--- config.mk ---
export PLATFORM = sky130hd
export DESIGN_NAME = cla_pipe_adder
export DESIGN_NICKNAME = d
export VERILOG_FILES = /design/src/rtl/cla_pipe_adder_pkg.sv /design/src/rtl/cla_group4.sv /design/src/rtl/cla_pipe_adder.sv
export SDC_FILE = /design/constraint.sdc
export NUM_CORES = 1
export LEC_CHECK = 0
export BUFFER_PORTS_ARGS = -buffer_cell sky130_fd_sc_hd__buf_2
export CORE_AREA = 10 10 111 113
export CTS_BUF_LIST = sky130_fd_sc_hd__clkbuf_16
export CTS_CLUSTER_DIAMETER = 200
export DETAILED_ROUTE_END_ITERATION = 7
export DIE_AREA = 0 0 121 123
export GPL_ROUTABILITY_DRIVEN = 0
export SLEW_MARGIN = 40
export SYNTH_ARGS = -nofsm -noshare
export SYNTH_HDL_FRONTEND = slang
export SYNTH_SLANG_ARGS = --single-unit
--- constraint.sdc ---
create_clock -name clk -period 3.49 [get_ports clk]
set_input_delay 0.1745 -clock clk [delete_from_list [all_inputs] [get_ports clk]]
set_output_delay 0.1745 -clock clk [all_outputs]
set_load 0.01 [all_outputs]
--- src/rtl/cla_pipe_adder_pkg.sv ---
// Shared constants and elaboration helpers for the pipelined CLA adder.
package cla_pipe_adder_pkg;

    // Every lookahead group, and therefore every pipeline stage, is one nibble wide.
    localparam int GROUP_W = 4;

    // The number of groups equals the number of stages and the latency in cycles.
    function automatic int num_groups(input int width);
        return width / GROUP_W;
    endfunction

    // The operand width must be a non-zero whole number of groups.
    function automatic bit width_legal(input int width);
        return (width >= GROUP_W) && ((width % GROUP_W) == 0);
    endfunction

endpackage

--- src/rtl/cla_group4.sv ---
// Combinational 4-bit carry-lookahead group. All internal carries come from the
// flattened lookahead equations, so no carry ripples from bit to bit.
module cla_group4
    import cla_pipe_adder_pkg::*;
(
    input  logic [GROUP_W-1:0] a4,
    input  logic [GROUP_W-1:0] b4,
    input  logic               c,
    output logic [GROUP_W-1:0] s4,
    output logic               p,
    output logic               g,
    output logic               c3,
    output logic               co
);

    logic [GROUP_W-1:0] pb;
    logic [GROUP_W-1:0] gb;
    logic [GROUP_W-1:0] cv;

    assign pb = a4 ^ b4;
    assign gb = a4 & b4;

    // Per-bit carries, each a two-level function of the group inputs and c.
    assign cv[0] = c;
    assign cv[1] = gb[0] | (pb[0] & c);
    assign cv[2] = gb[1] | (pb[1] & gb[0]) | (pb[1] & pb[0] & c);
    assign cv[3] = gb[2] | (pb[2] & gb[1]) | (pb[2] & pb[1] & gb[0])
                 | (pb[2] & pb[1] & pb[0] & c);

    // Group propagate/generate and the group carry they imply.
    assign p  = &pb;
    assign g  = gb[3] | (pb[3] & gb[2]) | (pb[3] & pb[2] & gb[1])
              | (pb[3] & pb[2] & pb[1] & gb[0]);
    assign co = g | (p & c);
    assign c3 = cv[3];
    assign s4 = pb ^ cv;

endmodule

--- src/rtl/cla_pipe_adder.sv ---
// Pipelined carry-lookahead adder/subtractor: one stage per 4-bit group,
// operands skewed forward, computed nibbles deskewed, valid/ready at both ends.
module cla_pipe_adder
    import cla_pipe_adder_pkg::*;
#(
    parameter int WIDTH = 16
) (
    input  logic             clk,
    input  logic             rst_n,
    input  logic             in_valid,
    output logic             in_ready,
    input  logic [WIDTH-1:0] a,
    input  logic [WIDTH-1:0] b,
    input  logic             cin,
    input  logic             sub,
    output logic             out_valid,
    input  logic             out_ready,
    output logic [WIDTH-1:0] sum,
    output logic             cout,
    output logic             ovf,
    output logic             zero
);

    localparam int NG = num_groups(WIDTH);

    if (!width_legal(WIDTH)) begin : g_width_chk
        $error("cla_pipe_adder: WIDTH must be a multiple of 4 and >= 4");
    end

    logic             adv;
    logic [WIDTH-1:0] eb;
    logic             ec;
    logic [NG-1:0]    vld_pipe;

    // Per-stage registers: skewed operands, deskewed sum, carries.
    logic [WIDTH-1:0] a_sk   [NG];
    logic [WIDTH-1:0] b_sk   [NG];
    logic [WIDTH-1:0] sum_dk [NG];
    logic             c_q    [NG];
    logic             c3_q   [NG];
    logic             zero_q;

    // Per-stage combinational values around each lookahead group.
    logic [GROUP_W-1:0] grp_a [NG];
    logic [GROUP_W-1:0] grp_b [NG];
    logic               grp_c [NG];
    logic [GROUP_W-1:0] s_n   [NG];
    logic               p_n   [NG];
    logic               g_n   [NG];
    logic               c3_n  [NG];
    logic               co_n  [NG];
    logic [WIDTH-1:0]   sum_n [NG];

    // Subtraction is A + ~B + ~cin, folded in before the first stage.
    assign eb = b ^ {WIDTH{sub}};
    assign ec = cin ^ sub;

    // The whole pipeline moves together whenever the output slot is free or draining.
    assign adv      = !out_valid || out_ready;
    assign in_ready = adv;

    // Stage 0 reads the live operands; later stages read their nibble from the skew registers.
    always_comb begin
        for (int k = 0; k < NG; k++) begin
            grp_a[k] = '0;
            grp_b[k] = '0;
            grp_c[k] = 1'b0;
        end
        grp_a[0] = a[GROUP_W-1:0];
        grp_b[0] = eb[GROUP_W-1:0];
        grp_c[0] = ec;
        for (int k = 1; k < NG; k++) begin
            grp_a[k] = a_sk[k-1][GROUP_W*k +: GROUP_W];
            grp_b[k] = b_sk[k-1][GROUP_W*k +: GROUP_W];
            grp_c[k] = c_q[k-1];
        end
    end

    for (genvar k = 0; k < NG; k++) begin : g_grp
        cla_group4 u_grp (
            .a4 (grp_a[k]),
            .b4 (grp_b[k]),
            .c  (grp_c[k]),
            .s4 (s_n[k]),
            .p  (p_n[k]),
            .g  (g_n[k]),
            .c3 (c3_n[k]),
            .co (co_n[k])
        );
    end

    // Each stage drops its fresh nibble into the partial sum carried from the stage before.
    always_comb begin
        for (int k = 0; k < NG; k++) begin
            sum_n[k] = '0;
        end
        sum_n[0][GROUP_W-1:0] = s_n[0];
        for (int k = 1; k < NG; k++) begin
            sum_n[k] = sum_dk[k-1];
            sum_n[k][GROUP_W*k +: GROUP_W] = s_n[k];
        end
    end

    // Pipeline registers: cleared on reset, frozen together when the output is stalled.
    always_ff @(posedge clk or negedge rst_n) begin
        if (!rst_n) begin
            vld_pipe <= '0;
            zero_q   <= 1'b0;
            for (int k = 0; k < NG; k++) begin
                a_sk[k]   <= '0;
                b_sk[k]   <= '0;
                sum_dk[k] <= '0;
                c_q[k]    <= 1'b0;
                c3_q[k]   <= 1'b0;
            end
        end else if (adv) begin
            vld_pipe[0] <= in_valid;
            a_sk[0]     <= a;
            b_sk[0]     <= eb;
            for (int k = 1; k < NG; k++) begin
                vld_pipe[k] <= vld_pipe[k-1];
                a_sk[k]     <= a_sk[k-1];
                b_sk[k]     <= b_sk[k-1];
            end
            for (int k = 0; k < NG; k++) begin
                sum_dk[k] <= sum_n[k];
                c3_q[k]   <= c3_n[k];
                // Inner stages chain the P/G group carry; the last stage keeps the group's co
                // as cout (the two are the same function).
                if (k == NG - 1) c_q[k] <= co_n[k];
                else             c_q[k] <= g_n[k] | (p_n[k] & grp_c[k]);
            end
            zero_q <= (sum_n[NG-1] == '0);
        end
    end

    assign out_valid = vld_pipe[NG-1];
    assign sum       = sum_dk[NG-1];
    assign cout      = c_q[NG-1];
    assign ovf       = c3_q[NG-1] ^ c_q[NG-1];
    assign zero      = zero_q;

endmodule

## After elaboration in Yosys (flattened, before gate mapping)

Cells that the tools add are included.

| operators by class | value |
|---|---|
| bitwise operators | 115 |
| reduce and logical (&&, ||, !) cells | 7 |

Operators by type and width:

| cell | count |
|---|---|
| 1-bit bitwise AND | 60 |
| 1-bit OR | 40 |
| 4-bit XOR | 8 |
| 4-bit bitwise AND | 4 |
| 16-bit logical NOT | 1 |
| 4-bit AND reduction | 4 |
| 16-bit XOR | 1 |
| 1-bit XOR | 2 |
| 1-bit logical NOT | 1 |
| 1-bit logical OR | 1 |

| word-level totals | value |
|---|---|
| register bits | 146 |
| bits of input ports | 38 |
| output and inout port bits | 21 |
| word-level logic and storage cells | 139 |

## Logic depth before layout (Yosys ltp)

| depth | value |
|---|---|
| depth after elaboration | 7 |
| mapped depth | 9 |
| depth with buffers taken out | 7 |

## Cells and area by module

From an unflattened synthesis, not the netlist that was laid out.

| unflattened totals | value |
|---|---|
| cells, all modules | 358 |
| area total of the unflattened synthesis | 4797.1 um^2 |

Modules (own cells, without submodules):

| module | times used | cells each | area each (um^2) | seq. area each (um^2) |
|---|---|---|---|---|
| cla_pipe_adder | 1 | 270 | 4066.4 | 2452.4 |
| cla_group4 | 4 | 22 | 182.7 | 0.0 |

## Worst setup path after synthesis

No wires, ideal clock.

| path | value |
|---|---|
| path type | in2reg |
| start point | input port sub |
| end point | register c_q[3] in the netlist's numbering |
| setup time | 128 ps |
| arrival | 1652 ps |
| required time | 3362 ps |
| setup slack | 1710 ps |
| stages on the path | 9 |
| buffers on the path | 2 |
| cells stage by stage | buf_4 > buf_2 > xor2_1 > ha_1 > a21oi_1 > o21ai_1 > a21o_1 > a21oi_1 > a21oi_1 |

| between the ends | value |
|---|---|
| cells in the longest elaborated chain, start to end | 7 |
| elaborated cells between the ends (all ways) | 15 |
| classes of those cells | bitwise: 14; reduce/logical: 1 |

RTL lines:

| what | line | source |
|---|---|---|
| from (decl) | cla_pipe_adder.sv:15 | `input logic sub,` |
| 16-bit XOR | cla_pipe_adder.sv:55 | `assign eb = b ^ {WIDTH{sub}};` |
| 4-bit XOR or 4-bit bitwise AND (tied branches) | cla_group4.sv:20, cla_group4.sv:21 |  |
| 1-bit bitwise AND, on equally long branches | cla_group4.sv:32, cla_group4.sv:33 |  |
| 1-bit OR (tied with other cells) | cla_group4.sv:32 | `assign g = gb[3] \| (pb[3] & gb[2]) \| (pb[3] & pb[2] & gb[1])` |
| 1-bit OR or 1-bit bitwise AND (tied branches) | cla_group4.sv:32, cla_group4.sv:33 |  |
| 1-bit OR | cla_group4.sv:33 | `\| (pb[3] & pb[2] & pb[1] & gb[0]);` |
| 1-bit OR (*) | n/a |  |
| to (signal, indexed assignment) | cla_pipe_adder.sv:130 | `if (k == NG - 1) c_q[k] <= co_n[k];` |
| to (signal, indexed assignment) | cla_pipe_adder.sv:131 | `else c_q[k] <= g_n[k] \| (p_n[k] & grp_c[k]);` |
| to (decl) | cla_pipe_adder.sv:39 | `logic c_q [NG];` |

Mark *: on every way between the ends. The rest lies on a longest branch, timed or not.
A chain may end at the register's enable or synchronous reset.

## Final worst setup path

| path | value |
|---|---|
| start point | register vld_pipe[3] |
| end point | output port in_ready |

| between the ends | value |
|---|---|
| cells in the longest elaborated chain, start to end | 2 |

RTL lines:

| what | line | source |
|---|---|---|
| from (decl) | cla_pipe_adder.sv:33 | `logic [NG-1:0] vld_pipe;` |
| from (signal, indexed assignment) | cla_pipe_adder.sv:121 | `vld_pipe[k] <= vld_pipe[k-1];` |
| 1-bit logical NOT | cla_pipe_adder.sv:59 | `assign adv = !out_valid \|\| out_ready;` |
| 1-bit logical OR | cla_pipe_adder.sv:59 |  |
| to (decl) | cla_pipe_adder.sv:11 | `output logic in_ready,` |

No other way between the ends.

==> impl_summary.txt <==
----------------------------------------------------
[Run status]
  Status ... completed

[Die]
  Floorplan row count ... 37
  Horizontal extent of the die ... 121 um
  Vertical die dimension ... 123 um
  IO Pins ... 59
  Total die area ... 14900 um^2
  Core area ... 10100 um^2
  Effective utilization at floorplan ... 0.440

[Worst setup path]
  WP data required ... 3.32 ns
  CP Capture Type ... output pin
  Arrival time reported for the critical path endpoint ... 1.56 ns
  Max Fanout on Critical Path ... 62
  Startpoint class of the critical path ... flip-flop
  Classification of the worst setup path ... flip-flop to output pin

[Global routing]
  Vias in the first global route ... 3051
  First-pass GRT wire length ... 14400 um
  Overflow left after global routing ... 0
  Antenna violations before repair ... 0
  Pin count of the biggest net entering global routing ... 108
  Overall Global Routing Usage ... 0.119

[Synth]
  Synth Flop Type ... dfrtp_1
  Per-instance average area after synthesis ... 9.33 um^2
  Most frequent cell after synthesis ... nand2_1
  EDFF count, synth ... 0
  Number of nets produced by synthesis ... 536
  Number of register bits inferred by synthesis ... 98
  Share of the synthesized area in the top cell type ... 0.550
  Cell taking the most area after synthesis ... dfrtp_1
  Number of warnings printed during yosys synthesis ... 0
  Share of synthesized flip-flops with an asynchronous set or reset ... 1.00
  Portion of the post-synthesis area used by sequential elements ... 0.550
  Number of distinct standard cells referenced by the synthesized netlist ... 31
  Largest cells by area after synthesis ... dfrtp_1, nand2_1, xnor2_1
  Post-synth top cells ... nand2_1, dfrtp_1, xnor2_1
  Synth Cell Area ... 4460 um^2
  Cell count after synthesis ... 478

[Timing]
  Slew of the pin with the lowest slew margin ... 0.738 ns
  Tmin final ... 1.74 ns
  Final Max Slew Viols ... 0
  Number of hold-slack violations in the final timing report ... 0
  Final setup violating endpoints ... 0
  Setup tns final ... 0 ns
  Final worst clock skew ... 0.00534 ns
  Setup repair after global routing missed its margin ... no
  Highest attainable clock frequency ... 576 MHz
  Share of the clock period used by the worst path after layout ... 0.498
  Worst slew slack as a fraction of its limit ... 0.508
  Hold WS ... 0.0314 ns

[Detailed routing]
  DR iter-0 viols ... 185
  WL/cell ... 12.6 um
  First-pass iteration count of the detailed router ... 4
  WL final ... 8190 um
  Vias per cell ... 4.48
  Total vias in the final route ... 2916
  Number of nets with antenna violations after detailed routing ... 0
  Remaining routing DRC violations ... 0

[Clocking]
  Depth of the CTS H-tree ... 3
  Clock Latency Late Sink ... 0.34 ns
  Number of buffers inserted for hold repair after clock tree synthesis ... 1
  Maximum number of buffers from clock root to sink ... 2
  CTS clock-pin slew for the worst setup and hold paths ... 0.06 ns
  Clock buffer count from CTS ... 9
  Number of sinks handled by clock tree synthesis ... 98
  Clock tree from TritonCTS ... yes
  Root buf cell ... clkbuf_16
  Buffers inserted during post-CTS setup optimization ... 0
  Number of cells upsized or downsized after cts ... 0

[Power and ir drop]
  Proportion of total power due to net switching ... 0.356
  Pleak ... 2.57 nW
  P per Cell Area ... 884 nW/um^2
  Clock share of power ... 0.212
  Comb power frac ... 0.348
  Int Pwr ... 0.00284 W
  Portion of total power attributed to sequential cells ... 0.441
  Worst-case vdd ir drop ... 0.000259 V
  Switching component of the power ... 0.00157 W

[Layout]
  Layout filler cell count ... 995
  Post-route standard cell area excluding fillers ... 5000 um^2
  Antenna diode instance count ... 0
  Number of nets in the finished design ... 570
  Layout Utilization ... 0.493
  Fraction of layout cells with a size suffix above 1 ... 0.155
  Area added between synthesis and finish ... 12.0%

[Placed design]
  Count of input and output buffers ... 58
  Detailed placer's ending HPWL ... 5670 um
  DP Area ... 4710 um^2

[Hold path]
  Type of the most critical hold path ... input pin to flip-flop

[Flow run]
  Number of maximum-capacitance constraint violations ... 0

----------------------------------------------------
## area by class of cell
type | count | area (um^2) | area share
clock buffer | 9 | 225 | 0.0451
clock inverter | 5 | 48.8 | 0.00976
inverter | 6 | 25.0 | 0.00501
multi-input combinational | 335 | 1740 | 0.349
sequential | 98 | 2450 | 0.491
tap | 136 | 170 | 0.0340
timing repair buffer | 62 | 333 | 0.0666
## placed cells by master, fill, tap and decap left out, types with 2 or more instances in the layout
cell	synthesis	layout
nand2_1	222	222
dfrtp_1	98	98
buf_2	10	57
xnor2_1	24	24
o21ai_1	20	20
ha_1	16	16
a21oi_1	15	15
nor2_1	10	10
clkbuf_16	0	9
xor2_1	6	6
inv_1	3	4
a21o_1	4	4
clkinv_1	2	4
fa_1	4	4
nand2b_1	2	2
o21bai_1	2	2
buf_6	0	2
buf_4	17	2
## flip-flops by register name (all words and copies together), names as in the netlist
signal and flops:
vld_pipe 4, c_q 3, c3_q 1, zero 1, b_sk 24, a_sk 24, sum 16, cout 1
sum_dk 24
## layer usage
metal,GRT usage,up-vias,routed length (um)
met2,0.186,48,3630
met5,0,-,0
met3,0.0319,9,396
li1,-,1553,-
met1,0.149,1306,4010
met4,0.0633,0,157
## power groups by stage
stage / logic, W / registers [W] / clock network (W)
floorplan: 0.00133 / 0.00189 / 0
global placement: 0.00152 / 0.00196 / 0
detailed placement: 0.00157 / 0.00197 / 0
CTS: 0.00158 / 0.00196 / 0.000961
global route: 0.00181 / 0.00202 / 0.00100
finish: 0.00154 / 0.00195 / 0.000935
## final timing paths
path	end	depth (start not counted)	start	slack (ns)
max	in_ready	3	vld_pipe[3]	1.75
min	a_sk[60]	3	a[12]	0.03
max reg2reg	sum[15]	6	a_sk[28]	1.75
min reg2reg	sum[11]	2	sum[11]	0.46
max in group asynchronous	vld_pipe[3]	3	rst_n	2.35
min in group asynchronous	b_sk[47]	2	rst_n	0.44
## worst max-delay path, stage by stage, from the launching register on
cell	delay (ns)
dfrtp_1	0.39
nor2b_4	0.15
inv_4	0.43
buf_2	0.25
## stage by stage
step           worst slack (ns)  cells  power (W)
6_report                   1.75    651    0.00442
5_1_grt                    1.65    651    0.00484
4_1_cts                    1.72    651    0.00450
3_5_place_dp               1.55    636    0.00355
3_3_place_gp               1.61    636    0.00348
2_1_floorplan              1.71    478    0.00322
## logic make-up (layout without fill, tap and decap cells)
group                      after synthesis  in the layout  synth area share
muxes                                    1              1           0.00252
DFF                                     98             98             0.550
AOI/OAI and AO/OA                       44             44            0.0564
buffers and inverters                   45             82            0.0595
and+or+nand+nor                        240            240             0.210
adders and majority gates               20             20            0.0628
xor gates and xnor gates                30             30            0.0589
No activity file was read; power rests on OpenSTA's default activity.
